`src/rtl/uart_tx_framer.sv`:
```
// uart_tx_framer: UART transmit framer with a one-deep holding register.
// Serialises start, LSB-first data, optional parity and one or two stop
// bits onto tx, advancing one bit per baud_tick. Parity is generated here
// when a word moves from the holding register into the shift register.
module uart_tx_framer #(
    parameter int DATA_W = 8
) (
    input  logic              clk,
    input  logic              rst,
    input  logic              baud_tick,
    input  logic              in_valid,
    output logic              in_ready,
    input  logic [DATA_W-1:0] in_data,
    input  logic [1:0]        parity_type,
    input  logic              stop2,
    output logic              tx,
    output logic              busy,
    output logic              parity_bit,
    output logic              frame_done
);

    localparam int               CNT_W    = $clog2(DATA_W);
    localparam logic [CNT_W-1:0] LAST_BIT = CNT_W'(DATA_W - 1);

    typedef enum logic [2:0] {
        S_IDLE,
        S_START,
        S_DATA,
        S_PARITY,
        S_STOP1,
        S_STOP2
    } state_t;

    state_t            state_reg, state_next;

    // Holding register: the word waiting for the line
    logic [DATA_W-1:0] hold_data_reg, hold_data_next;
    logic [1:0]        hold_ptype_reg, hold_ptype_next;
    logic              hold_stop2_reg, hold_stop2_next;
    logic              hold_full_reg, hold_full_next;

    // Frame in flight: configuration is latched here so input changes
    // mid-frame cannot disturb it
    logic [DATA_W-1:0] shift_reg, shift_next;
    logic              ins_parity_reg, ins_parity_next;
    logic              cur_stop2_reg, cur_stop2_next;
    logic [CNT_W-1:0]  bit_cnt_reg, bit_cnt_next;

    logic              parity_reg, parity_next;
    logic              tx_reg, tx_next;
    logic              done_reg, done_next;

    logic              accept;
    logic              load;
    logic              end_frame;
    logic              hold_parity;

    // XOR reduction of the held word, built as an explicit chain
    logic [DATA_W:0]   xor_chain;

    assign xor_chain[0] = 1'b0;

    genvar gi;
    for (gi = 0; gi < DATA_W; gi = gi + 1) begin : g_parity
        assign xor_chain[gi+1] = xor_chain[gi] ^ hold_data_reg[gi];
    end

    // Parity of the held word for its own parity type
    always_comb begin
        hold_parity = 1'b1;
        case (hold_ptype_reg)
            2'b01:   hold_parity = xor_chain[DATA_W];
            2'b10:   hold_parity = ~xor_chain[DATA_W];
            2'b11:   hold_parity = ~xor_chain[DATA_W];
            default: hold_parity = 1'b1;
        endcase
    end

    // The holding register is only offered once reset has been released
    assign in_ready   = !hold_full_reg && !rst;
    assign accept     = in_valid && in_ready;
    assign busy       = (state_reg != S_IDLE);
    assign tx         = tx_reg;
    assign parity_bit = parity_reg;
    assign frame_done = done_reg;

    // Next-state, datapath and registered-output logic
    always_comb begin
        state_next      = state_reg;
        hold_data_next  = hold_data_reg;
        hold_ptype_next = hold_ptype_reg;
        hold_stop2_next = hold_stop2_reg;
        hold_full_next  = hold_full_reg;
        shift_next      = shift_reg;
        ins_parity_next = ins_parity_reg;
        cur_stop2_next  = cur_stop2_reg;
        bit_cnt_next    = bit_cnt_reg;
        parity_next     = parity_reg;
        done_next       = 1'b0;
        load            = 1'b0;
        end_frame       = 1'b0;
        tx_next         = 1'b1;

        if (baud_tick) begin
            case (state_reg)
                S_IDLE: begin
                    if (hold_full_reg) begin
                        load = 1'b1;
                    end
                end
                S_START: begin
                    state_next = S_DATA;
                end
                S_DATA: begin
                    if (bit_cnt_reg == LAST_BIT) begin
                        state_next = ins_parity_reg ? S_PARITY : S_STOP1;
                    end else begin
                        bit_cnt_next = bit_cnt_reg + 1'b1;
                        shift_next   = shift_reg >> 1;
                    end
                end
                S_PARITY: begin
                    state_next = S_STOP1;
                end
                S_STOP1: begin
                    if (cur_stop2_reg) begin
                        state_next = S_STOP2;
                    end else begin
                        end_frame = 1'b1;
                    end
                end
                S_STOP2: begin
                    end_frame = 1'b1;
                end
                default: begin
                    state_next = S_IDLE;
                end
            endcase
        end

        // A finished frame chains straight into the held word if there is one
        if (end_frame) begin
            done_next = 1'b1;
            if (hold_full_reg) begin
                load = 1'b1;
            end else begin
                state_next = S_IDLE;
            end
        end

        // Move the held word into the shift register and fix its parity
        if (load) begin
            state_next      = S_START;
            shift_next      = hold_data_reg;
            ins_parity_next = (hold_ptype_reg == 2'b01) || (hold_ptype_reg == 2'b10);
            cur_stop2_next  = hold_stop2_reg;
            parity_next     = hold_parity;
            bit_cnt_next    = '0;
            hold_full_next  = 1'b0;
        end

        // Acceptance needs an empty holding register, so it never collides
        // with a load; a word accepted on a tick waits for the next tick
        if (accept) begin
            hold_full_next  = 1'b1;
            hold_data_next  = in_data;
            hold_ptype_next = parity_type;
            hold_stop2_next = stop2;
        end

        case (state_next)
            S_START:  tx_next = 1'b0;
            S_DATA:   tx_next = shift_next[0];
            S_PARITY: tx_next = parity_next;
            default:  tx_next = 1'b1;
        endcase
    end

    // State and datapath registers; reset aborts any frame and drops the held word
    always_ff @(posedge clk) begin
        if (rst) begin
            state_reg      <= S_IDLE;
            hold_data_reg  <= '0;
            hold_ptype_reg <= 2'b00;
            hold_stop2_reg <= 1'b0;
            hold_full_reg  <= 1'b0;
            shift_reg      <= '0;
            ins_parity_reg <= 1'b0;
            cur_stop2_reg  <= 1'b0;
            bit_cnt_reg    <= '0;
            parity_reg     <= 1'b1;
            tx_reg         <= 1'b1;
            done_reg       <= 1'b0;
        end else begin
            state_reg      <= state_next;
            hold_data_reg  <= hold_data_next;
            hold_ptype_reg <= hold_ptype_next;
            hold_stop2_reg <= hold_stop2_next;
            hold_full_reg  <= hold_full_next;
            shift_reg      <= shift_next;
            ins_parity_reg <= ins_parity_next;
            cur_stop2_reg  <= cur_stop2_next;
            bit_cnt_reg    <= bit_cnt_next;
            parity_reg     <= parity_next;
            tx_reg         <= tx_next;
            done_reg       <= done_next;
        end
    end

endmodule

```
`config.mk`:
```
export PLATFORM = sky130hd
export DESIGN_NAME = uart_tx_framer
export DESIGN_NICKNAME = d
export VERILOG_FILES = /design/src/rtl/uart_tx_framer.sv
export SDC_FILE = /design/constraint.sdc
export NUM_CORES = 1
export LEC_CHECK = 0
export BUFFER_PORTS_ARGS = -buffer_cell sky130_fd_sc_hd__buf_4
export CAP_MARGIN = 10
export CORE_ASPECT_RATIO = 1.5
export CORE_MARGIN = 2
export CORE_UTILIZATION = 52
export CTS_CLUSTER_DIAMETER = 40
export DETAILED_ROUTE_END_ITERATION = 7
export PLACE_DENSITY = 0.73
export SYNTH_ARGS = -nofsm -noshare
export SYNTH_HDL_FRONTEND = slang
export SYNTH_SLANG_ARGS = --single-unit
export TNS_END_PERCENT = 100
```
`constraint.sdc`:
```
create_clock -name clk -period 3.9 [get_ports clk]
set_input_delay 0 -clock clk [delete_from_list [all_inputs] [get_ports clk]]
set_output_delay 0 -clock clk [all_outputs]
set_load 0.02 [all_outputs]
```
==> results by group, run 1 <==
Status
  • Status: completed

GRT
  • Largest net degree at the start of global routing: 33
  • Total track usage: 0.192
  • Initial antenna violation count: 0
  • Vias in the first global route: 1208
  • Total grt overflow: 0
  • First-pass GRT wire length: 5.04 mm

Synthesis
  • Main synth FF type: dfxtp_1
  • Syn Area/Cell: ~9 sq um
  • Mapped Area: approximately 1500 sq um
  • Post-synth top area share: 0.404
  • Largest family of logic cells by synthesized area: simple AND/OR/NAND/NOR gates
  • Number of flops mapped to enable cells by yosys: 0
  • Simple-Gate Fraction of Synth Area: 0.223
  • Synth cell types: 37
  • Synth Area in Compound Gates: 0.153
  • Post-synthesis mux area share: 0.0740
  • Cells after synthesis: 169
  • Synth Area in XOR/XNOR: 0.0456
  • Adder-cell share of the synthesized area: 0.0488
  • Sequential share of the synthesized area: 0.404
  • Syn nets: 190
  • Synth area leader: dfxtp_1
  • Largest cells by area after synthesis: dfxtp_1, mux2i_1, a211oi_2, ha_1, nand2b_1
  • Synth warn: 0
  • FF+latch count, synth: 31
  • Post-synthesis async set-or-reset flop share: 0

Worst setup path
  • Crit path kind: register to register
  • Crit Path Max Fanout: 21
  • Worst R2R Path Depth: 5
  • CP Data Required Time: 4.08 ns
  • Critical path data arrival time: approximately 2.4 ns
  • Setup crit end: parity_bit
  • Worst setup path start: state_reg[0]
  • Critical path launch point type: register
  • R2r endpoint: parity_bit
  • Crit. End Element: register
  • FF-to-FF Start: state_reg[0]
  • Reg-to-reg setup timing slack: 1.64 ns

CTS
  • Worst skew pair latency: 0.28 ns
  • CTS Buf Count: 5
  • TritonCTS clock tree: yes
  • Post-CTS sizing: 0
  • Number of setup buffers added after CTS: 0
  • Clock transition at path regs: ~0.06 ns
  • Clock root buffer: clkbuf_8
  • Sink Count: 31
  • H-tree levels: 2
  • Max clock buf depth: 2

Placement
  • Detailed Place HPWL: between 2 and 2.5 mm
  • DP Cell Count: about 220
  • Port bufs: 19
  • Routability cong.: 0.837

Floorplanning
  • Die Y: between 70 and 80 um
  • Die X: 48.4 um
  • Initial Util: 0.539
  • Core box area: between 2000 and 3000 sq um
  • Top Ports: 20
  • FP Rows: 24
  • Die area: 3420 sq um

Cells and area
  • Antenna cells: 0
  • Share of cells above drive strength 1: 0.193
  • Final nets: 217
  • Most common cell after layout, fill and taps aside: dfxtp_1
  • Final Util: 0.665
  • Most frequent cells in the layout: dfxtp_1, nand2_1, buf_4, nor2_1
  • Area grow syn2layout: 23.4%
  • Cell Count, Final, Fillers Out: 236

Job
  • Max-cap violation count: 0

STA
  • Slew margin rel.: 0.390
  • Min Tclk post-route: 2.26 ns
  • Fin Clk Skew: 0.00527 ns
  • Slew @ Worst Pin: 0.913 ns
  • Hold Fails Final Rpt: 0
  • Final Max Slew Viols: 0
  • # setup viols final: 0
  • Unrepaired setup endpoints after global routing: false
  • Tcrit/Tclk final: 0.579
  • Max frequency: 443 MHz
  • Setup TNS: 0 ns

Power and ir drop
  • Pleak: 0.715 nW
  • Worst vdd ir: roughly 0.37 mV
  • Power Dens Cells: 410 nW/um^2

Route
  • DR pass1 iterations: 4
  • Drt first-iter violations: 12
  • Final wirelength: 2.94 mm
  • Post-route DRC violation count: 0
  • Via-to-Cell Ratio: 5.27
  • Wirelength per Cell: 12.4 um
  • Remaining antenna violation count: 0
  • Vias: roughly 1200

Min path
  • Hold WC Path Type: input pin to register
metal layers:
metal  vias up  share of wire  track usage
met4         0          0.020       0.0857
met1       576           0.41        0.196
met5         -              0            0
li1        638              -            -
met3         6          0.033       0.0527
met2        24           0.53        0.360
metrics by stage:
stage               hold slack, ns  area [sq um]  worst slack, ns  total power [mW]
detailed placement           0.198          1660             1.71             0.453
CTS                         0.0726          1900             1.62             0.786
global placement             0.193          1660             1.78             0.448
global route                 0.113          1900             1.28             0.807
floorplan                   0.0796          1540             2.21             0.425
finish                      0.0911          1900             1.64             0.779
worst max-delay path, stage by stage (launching register included):
cell      delay (ns)
dfxtp_1         0.52
nand3b_1        0.17
nand4_1         0.72
nor4_1          0.45
mux2_2          0.22
o21bai_1        0.06
cells by family (layout without fill, tap and decap cells):
group / count (synthesis) / after routing
xor gates and xnor gates: 8 / 8
DFF: 31 / 31
muxes: 11 / 11
AOI/OAI and AO/OA: 32 / 32
buffers and inverters: 14 / 42
and+or+nand+nor: 67 / 67
adders and majority gates: 6 / 6
power by group:
group	total, mW	internal [mW]	switching, mW
sequential	0.349	0.334	0.0145
combinational	0.107	0.0554	0.0515
clock	0.323	0.206	0.117
cells in the mapped netlist (2+ instances only):
master / n
mux2i_1: 8
nand2b_1: 12
buf_6: 2
a31oi_1: 2
mux2_2: 3
nand3_1: 3
a211oi_2: 6
o2111ai_1: 2
dfxtp_1: 31
nand2_1: 19
o31ai_1: 2
nor3_1: 6
buf_4: 3
ha_1: 6
nand3b_1: 2
nor2_1: 15
clkbuf_1: 5
xnor2_1: 8
a21oi_1: 4
o21ai_0: 11
inv_1: 3
final cells by class:
type,instances,area (sq um)
fillers,245,955
clock inverters,2,35.0
clock buffers,6,82.6
multi-input cells,124,837
flip-flops and latches,31,621
repair buffers,31,263
well taps,39,48.8
inverters,3,11.3
how the worst min path moves through the flow:
stage | startpoint | slack, ns | end | cells after the start
CTS | baud_tick | 0.07 | state_reg[0] | 3
finish | baud_tick | 0.09 | state_reg[0] | 3
global placement | in_data[0] | 0.19 | hold_data_reg[0] | 3
global route | baud_tick | 0.11 | state_reg[0] | 3
floorplan | rst | 0.08 | in_ready | 1
detailed placement | in_data[6] | 0.20 | hold_data_reg[6] | 3
timing repair:
action,in CTS,in global routing
setup endpoints to repair,0,0
hold buffers,12,0
hold endpoints to repair,12,0
Note: power is estimated with default switching activity, not from simulation.
==> inputs of run 2 (changes only) <==
--- a/config.mk
+++ b/config.mk
@@ -5,14 +5,15 @@
 export SDC_FILE = /design/constraint.sdc
 export NUM_CORES = 1
 export LEC_CHECK = 0
+export ABC_AREA = 1
 export BUFFER_PORTS_ARGS = -buffer_cell sky130_fd_sc_hd__buf_4
 export CAP_MARGIN = 10
 export CORE_ASPECT_RATIO = 1.5
 export CORE_MARGIN = 2
-export CORE_UTILIZATION = 52
+export CORE_UTILIZATION = 51
 export CTS_CLUSTER_DIAMETER = 40
 export DETAILED_ROUTE_END_ITERATION = 7
-export PLACE_DENSITY = 0.73
+export PLACE_DENSITY = 0.74
 export SYNTH_ARGS = -nofsm -noshare
 export SYNTH_HDL_FRONTEND = slang
 export SYNTH_SLANG_ARGS = --single-unit
==> constraint.sdc (replaced) <==
create_clock -name clk -period 1.8 [get_ports clk]
set_input_delay 0 -clock clk [delete_from_list [all_inputs] [get_ports clk]]
set_output_delay 0 -clock clk [all_outputs]
set_load 0.02 [all_outputs]
==> run 2 against run 1 <==
Effect of this change:
- setup slack worse by 1.5 ns
- first-iteration DRC count grew to 2.7 times the previous value
- worst hold slack worse by 0.084 ns
- final cell count is 24% higher
- sequential share of layout area is 1.0 points lower
- die area is 4.5% higher
- combinational power grew to 3.0 times the previous value
- routed wire length is 10% higher
- clock power is 67% higher
==> results by group, run 2 <==
Worst setup path
  • Setup crit end: tx
  • Buffers and inverters on the worst path: 1
  • CP Data Required Time: 1.98 ns
  • R2r endpoint: tx
  • FF-to-FF Start: bit_cnt_reg[0]
  • Worst path depth: 10
  • Slowest-stage cell, CP: dfxtp_1
  • Worst R2R Path Depth: 10
  • Critical path data arrival time: 1.80 ns
  • Crit Path Max Fanout: 3
  • Crit. End Element: register
  • Worst setup path start: bit_cnt_reg[0]
  • Crit path kind: register to register
  • Critical path launch point type: register
  • Reg-to-reg setup timing slack: 0.18 ns
  • Top delay family on crit path: adder cells
  • Worst-path cell chain: ha_1, ha_1, inv_1, nor2_1, o21ai_0, nand2_1, a21oi_2, o21ai_0, nor2_1, nand2_1
  • Crit-path max cell delay: about 0.32 ns

Route
  • Drt first-iter violations: 32
  • Wirelength per Cell: between 10 and 15 um
  • DR pass1 iterations: 4
  • Post-route DRC violation count: 0
  • Remaining antenna violation count: 0
  • Vias: between 1000 and 1500
  • Final wirelength: approximately 3.2 mm
  • Via-to-Cell Ratio: 4.99

Power and ir drop
  • Tot Pwr: 1.63 mW
  • Power Dens Cells: roughly 830 nW/um^2
  • Worst vdd ir: 0.558 mV
  • Pleak: 0.956 nW

STA
  • WHS: 0.00701 ns
  • Fin Clk Skew: about 0.0028 ns
  • Unrepaired setup endpoints after global routing: false
  • Setup TNS: 0 ns
  • Slew margin rel.: 0.639
  • Final Max Slew Viols: 0
  • Hold Fails Final Rpt: 0
  • Tcrit/Tclk final: 0.899
  • # setup viols final: 0
  • Slew @ Worst Pin: between 0.5 and 0.6 ns
  • Max frequency: 618 MHz
  • Min Tclk post-route: approximately 1.6 ns

Placement
  • Routability cong.: 0.813
  • Detailed Place HPWL: 2.26 mm
  • Port bufs: 19

CTS
  • Clock transition at path regs: 0.06 ns
  • Sink Count: 31
  • Number of setup buffers added after CTS: 0
  • CTS Buf Count: 5
  • Clock root buffer: clkbuf_8
  • Worst skew pair latency: 0.28 ns
  • Max clock buf depth: 2
  • TritonCTS clock tree: yes
  • H-tree levels: 2

Floorplanning
  • Core box area: approximately 3000 sq um
  • Die X: 49.5 um
  • Die Y: 72.2 um
  • FP Rows: 24
  • Die area: 3570 sq um
  • Initial Util: 0.537
  • Top Ports: 20

Synthesis
  • Adder-cell share of the synthesized area: 0.0475
  • FF+latch count, synth: 31
  • Number of flops mapped to enable cells by yosys: 0
  • Sequential share of the synthesized area: 0.392
  • Synth Area in Compound Gates: 0.160
  • Post-synthesis async set-or-reset flop share: 0
  • Cells after synthesis: ~220
  • Post-synth top area share: 0.392
  • Mapped Area: ~1600 sq um
  • Synth warn: 0
  • Synth area leader: dfxtp_1
  • Most common cell in the netlist: nand2_1
  • Simple-Gate Fraction of Synth Area: 0.275
  • Post-synthesis mux area share: 0
  • Syn Area/Cell: 7.22 sq um
  • Syn nets: 240
  • Synth Area in XOR/XNOR: 0.0111
  • Most frequent cells after synthesis: nand2_1, dfxtp_1, inv_1
  • Largest cells by area after synthesis: dfxtp_1, nand2_1, inv_1, o21ai_0, ha_1
  • Largest family of logic cells by synthesized area: simple AND/OR/NAND/NOR gates
  • Synth cell types: 29
  • Main synth FF type: dfxtp_1

GRT
  • Total grt overflow: 0
  • Largest net degree at the start of global routing: 20
  • Total track usage: 0.211
  • First-pass GRT wire length: 5.67 mm
  • Vias in the first global route: 1413
  • Initial antenna violation count: 0

Status
  • Status: completed

Cells and area
  • Final nets: approximately 270
  • Most frequent cells in the layout: nand2_1, inv_1, dfxtp_1, buf_4, nor2_1
  • Area grow syn2layout: 23.8%
  • Share of cells above drive strength 1: 0.198
  • FILL cells: 273
  • Antenna cells: 0
  • Most common cell after layout, fill and taps aside: nand2_1

Job
  • Max-cap violation count: 0

Min path
  • Hold WC Path Type: input pin to register
==> run 2: cell types whose count changed in the layout (fill, tap and decap cells not counted), moves of 4 or more <==
cell,previous run,this run
mux2i_1,8,0
buf_4,19,23
a211oi_2,6,0
inv_1,3,31
nand3_1,3,15
o211ai_2,0,4
xnor2_1,8,1
o21ai_0,11,16
nand2_1,19,54
a21oi_1,4,12
nand2b_1,12,0
nor3_1,6,2
==> run 2: cell families (layout without fill, tap and decap cells) <==
| logic type | count (synthesis) | in the layout |
|---|---|---|
| buffers and inverters | 40 | 74 |
| adders and majority gates | 6 | 6 |
| DFF | 31 | 31 |
| xor gates and xnor gates | 2 | 2 |
| and+or+nand+nor | 99 | 99 |
| AOI/OAI and AO/OA | 41 | 41 |
==> run 2: stage by stage <==
step / area [sq um] / util / std cells / worst slack, ns
2_1_floorplan: 1580 / - / 219 / 0.285
3_3_place_gp: 1760 / 0.597 / 275 / 0.200
3_5_place_dp: 1760 / 0.597 / 275 / 0.157
4_1_cts: 1940 / 0.661 / 292 / 0.138
5_1_grt: 1960 / 0.665 / 292 / 0.0208
6_report: 1960 / 0.665 / 292 / 0.181
==> run 2: layout make-up <==
cell class                 count  area, sq um  share of cell area
clock inverter                 1         5.00             0.00256
multi-input combinational    148          793               0.405
clock buffer                   6         82.6              0.0422
sequential                    31          621               0.317
timing repair buffer          33          273               0.139
inverter                      34          135              0.0690
tap                           39         48.8              0.0249
==> run 2: where the power goes <==
| part | switching, mW | internal, mW |
|---|---|---|
| registers | 0.0344 | 0.735 |
| clock network | 0.241 | 0.299 |
| logic | 0.183 | 0.136 |
==> run 2: worst min path at each step <==
stage                         startpoint                end  slack (ns)  depth (start not counted)
after floorplan                      rst       state_reg[0]        0.07                          1
after global placement             stop2     hold_stop2_reg        0.20                          3
after detailed placement           stop2     hold_stop2_reg        0.20                          3
after CTS                 parity_type[1]  hold_ptype_reg[1]       0.005                          3
after global routing      parity_type[1]  hold_ptype_reg[1]        0.03                          3
final                     parity_type[1]  hold_ptype_reg[1]       0.007                          3
==> run 2: timing repair <==
item / CTS / global route
resized for setup: 0 / 3
setup endpoints to repair: 0 / 1
endpoints found under the hold margin: 14 / 0
hold buffers: 10 / 0
==> run 2: worst register-to-register path: stages, from the launching register on <==
cell,delay (ns)
dfxtp_1,0.32
ha_1,0.20
ha_1,0.23
inv_1,0.07
nor2_1,0.04
o21ai_0,0.14
nand2_1,0.08
a21oi_2,0.15
o21ai_0,0.10
nor2_1,0.12
nand2_1,0.05
==> run 2: metal layers <==
metal,up-vias,part of all wire,track usage
met5,-,0,0
met4,0,0.030,0.117
met3,8,0.037,0.0432
met2,35,0.52,0.414
met1,653,0.41,0.198
li1,762,-,-
==> inputs of run 3 (changes only) <==
--- a/config.mk
+++ b/config.mk
@@ -14,6 +14,7 @@
 export CTS_CLUSTER_DIAMETER = 40
 export DETAILED_ROUTE_END_ITERATION = 7
 export PLACE_DENSITY = 0.74
+export RECOVER_POWER = 25
 export SYNTH_ARGS = -nofsm -noshare
 export SYNTH_HDL_FRONTEND = slang
 export SYNTH_SLANG_ARGS = --single-unit
==> run 3 against run 2 <==
Effect of this change:
- non-clock buffer count unchanged
- worst hold slack about the same
- sequential share of layout area increased by 0.41 points
- routed wire length increased by 0.62%
- critical path depth unchanged
- global-route usage unchanged
- design area decreased by 1.3%
- largest cell class unchanged
- highest routed layer unchanged
==> results by group, run 3 (synthesis results as in run 2) <==
Status
  • Status: completed

Placement
  • Port bufs: 19
  • Routability cong.: between 0.8 and 0.9
  • Detailed Place HPWL: 2.26 mm
  • Pre-CTS setup slack: 0.157 ns

Floorplanning
  • Die area: 3570 sq um
  • Top Ports: 20
  • Initial Util: 0.537
  • Die Y: 72.2 um
  • FP Rows: 24
  • Core box area: 2940 sq um
  • Die X: 49.5 um

Route
  • Drt first-iter violations: 26
  • Post-route DRC violation count: 0
  • Vias: 1464
  • Final wirelength: roughly 3.3 mm
  • Via-to-Cell Ratio: 5.01
  • DR pass1 iterations: 4
  • Wirelength per Cell: about 11 um
  • Remaining antenna violation count: 0

STA
  • Hold Fails Final Rpt: 0
  • Slew margin rel.: 0.639
  • Final Max Slew Viols: 0
  • Setup ws final: 0.181 ns
  • Min Tclk post-route: 1.62 ns
  • Fin Clk Skew: 0.00280 ns
  • Setup TNS: 0 ns
  • Unrepaired setup endpoints after global routing: false
  • Slew @ Worst Pin: around 0.54 ns
  • Max frequency: around 620 MHz
  • # setup viols final: 0
  • Tcrit/Tclk final: 0.899

Power and ir drop
  • Psw: 0.456 mW
  • Power Dens Cells: around 840 nW/um^2
  • Pleak: 0.941 nW
  • Sequential Power Share: 0.474
  • Clock power share: 0.333
  • Int Pwr: 1.16 mW
  • Worst vdd ir: 0.557 mV
  • Tot Pwr: 1.62 mW
  • Sw frac: 0.281
  • Combinational share of power: 0.193

Worst setup path
  • FF-to-FF Start: bit_cnt_reg[0]
  • Setup crit end: tx
  • Critical path launch point type: register
  • Reg-to-reg setup timing slack: 0.18 ns
  • Worst setup path start: bit_cnt_reg[0]
  • Crit path kind: register to register
  • Crit. End Element: register
  • CP Data Required Time: 1.98 ns
  • Crit Path Max Fanout: 3
  • R2r endpoint: tx
  • Worst R2R Path Depth: 10
  • Critical path data arrival time: around 1.8 ns

CTS
  • Worst skew pair latency: 0.28 ns
  • TritonCTS clock tree: yes
  • Sink Count: 31
  • H-tree levels: 2
  • Clock transition at path regs: 0.06 ns
  • Max clock buf depth: 2
  • CTS Buf Count: 5
  • Clock root buffer: clkbuf_8
  • Number of setup buffers added after CTS: 0

Cells and area
  • Antenna cells: 0
  • Share of cells above drive strength 1: 0.174
  • Area of the multi-input gates: 783 sq um
  • Most frequent cells in the layout: nand2_1, inv_1, dfxtp_1, nor2_1, buf_4
  • Most common cell after layout, fill and taps aside: nand2_1
  • Final nets: 274
  • FILL cells: 280
  • Area grow syn2layout: 22.2%
  • Register area: a little over 600 sq um

GRT
  • Total track usage: 0.211
  • Vias in the first global route: about 1400
  • Largest net degree at the start of global routing: 20
  • First-pass GRT wire length: 5.67 mm
  • Initial antenna violation count: 0
  • Total grt overflow: 0

Job
  • Max-cap violation count: 0

Min path
  • Hold WC Path Type: input pin to register
run 3: changes by cell type in the layout (fill, tap and decap cells not counted):
cell      change
clkbuf_1      +4
nor2_2        -1
nor2_4        -1
nor2_1        +2
buf_4         -4
run 3: final cells by class:
type / count / share of cell area
clock buffer: 6 / 0.0427
multi-input combinational: 148 / 0.405
clock inverter: 1 / 0.00259
tap: 39 / 0.0252
inverter: 34 / 0.0699
timing repair buffer: 33 / 0.133
sequential: 31 / 0.321
run 3: power by group through the flow:
stage	Combinational [mW]	Clock (mW)	Sequential [mW]
2_1_floorplan	0.217	0	0.781
3_3_place_gp	0.293	0	0.784
3_5_place_dp	0.295	0	0.784
4_1_cts	0.314	0.561	0.769
5_1_grt	0.356	0.587	0.773
6_report	0.313	0.539	0.768
run 3: metrics by stage:
| stage | hold WS [ns] | instances | cell area (sq um) | util |
|---|---|---|---|---|
| 4_1_cts | 0.00465 | 292 | 1940 | 0.661 |
| 5_1_grt | 0.0266 | 292 | 1930 | 0.657 |
| 6_report | 0.00720 | 292 | 1930 | 0.657 |
| 3_3_place_gp | 0.198 | 275 | 1760 | 0.597 |
| 2_1_floorplan | 0.0691 | 219 | 1580 | - |
| 3_5_place_dp | 0.204 | 275 | 1760 | 0.597 |
run 3: how the worst min path moves through the flow:
stage	from	slack [ns]	endpoint	cells after the start
6_report	parity_type[1]	0.007	hold_ptype_reg[1]	3
5_1_grt	parity_type[1]	0.03	hold_ptype_reg[1]	3
3_5_place_dp	stop2	0.20	hold_stop2_reg	3
4_1_cts	parity_type[1]	0.005	hold_ptype_reg[1]	3
3_3_place_gp	stop2	0.20	hold_stop2_reg	3
2_1_floorplan	rst	0.07	state_reg[0]	1
run 3: routing by layer:
| metal | global-route usage | part of all wire | vias up |
|---|---|---|---|
| li1 | - | - | 763 |
| met1 | 0.198 | 0.41 | 653 |
| met2 | 0.414 | 0.52 | 40 |
| met3 | 0.0432 | 0.039 | 8 |
| met4 | 0.117 | 0.030 | 0 |
| met5 | 0 | 0 | - |
run 3: timing repair:
item	4_1_cts	5_1_grt
hold endpoints to repair	14	0
setup endpoints to repair	0	1
hold buffers	10	0
gates resized for setup	0	3
run 3: critical path, stage by stage, from the launching register on:
cell	delay, ns
dfxtp_1	0.32
ha_1	0.20
ha_1	0.23
inv_1	0.07
nor2_1	0.04
o21ai_0	0.14
nand2_1	0.08
a21oi_2	0.15
o21ai_0	0.10
nor2_1	0.12
nand2_1	0.05
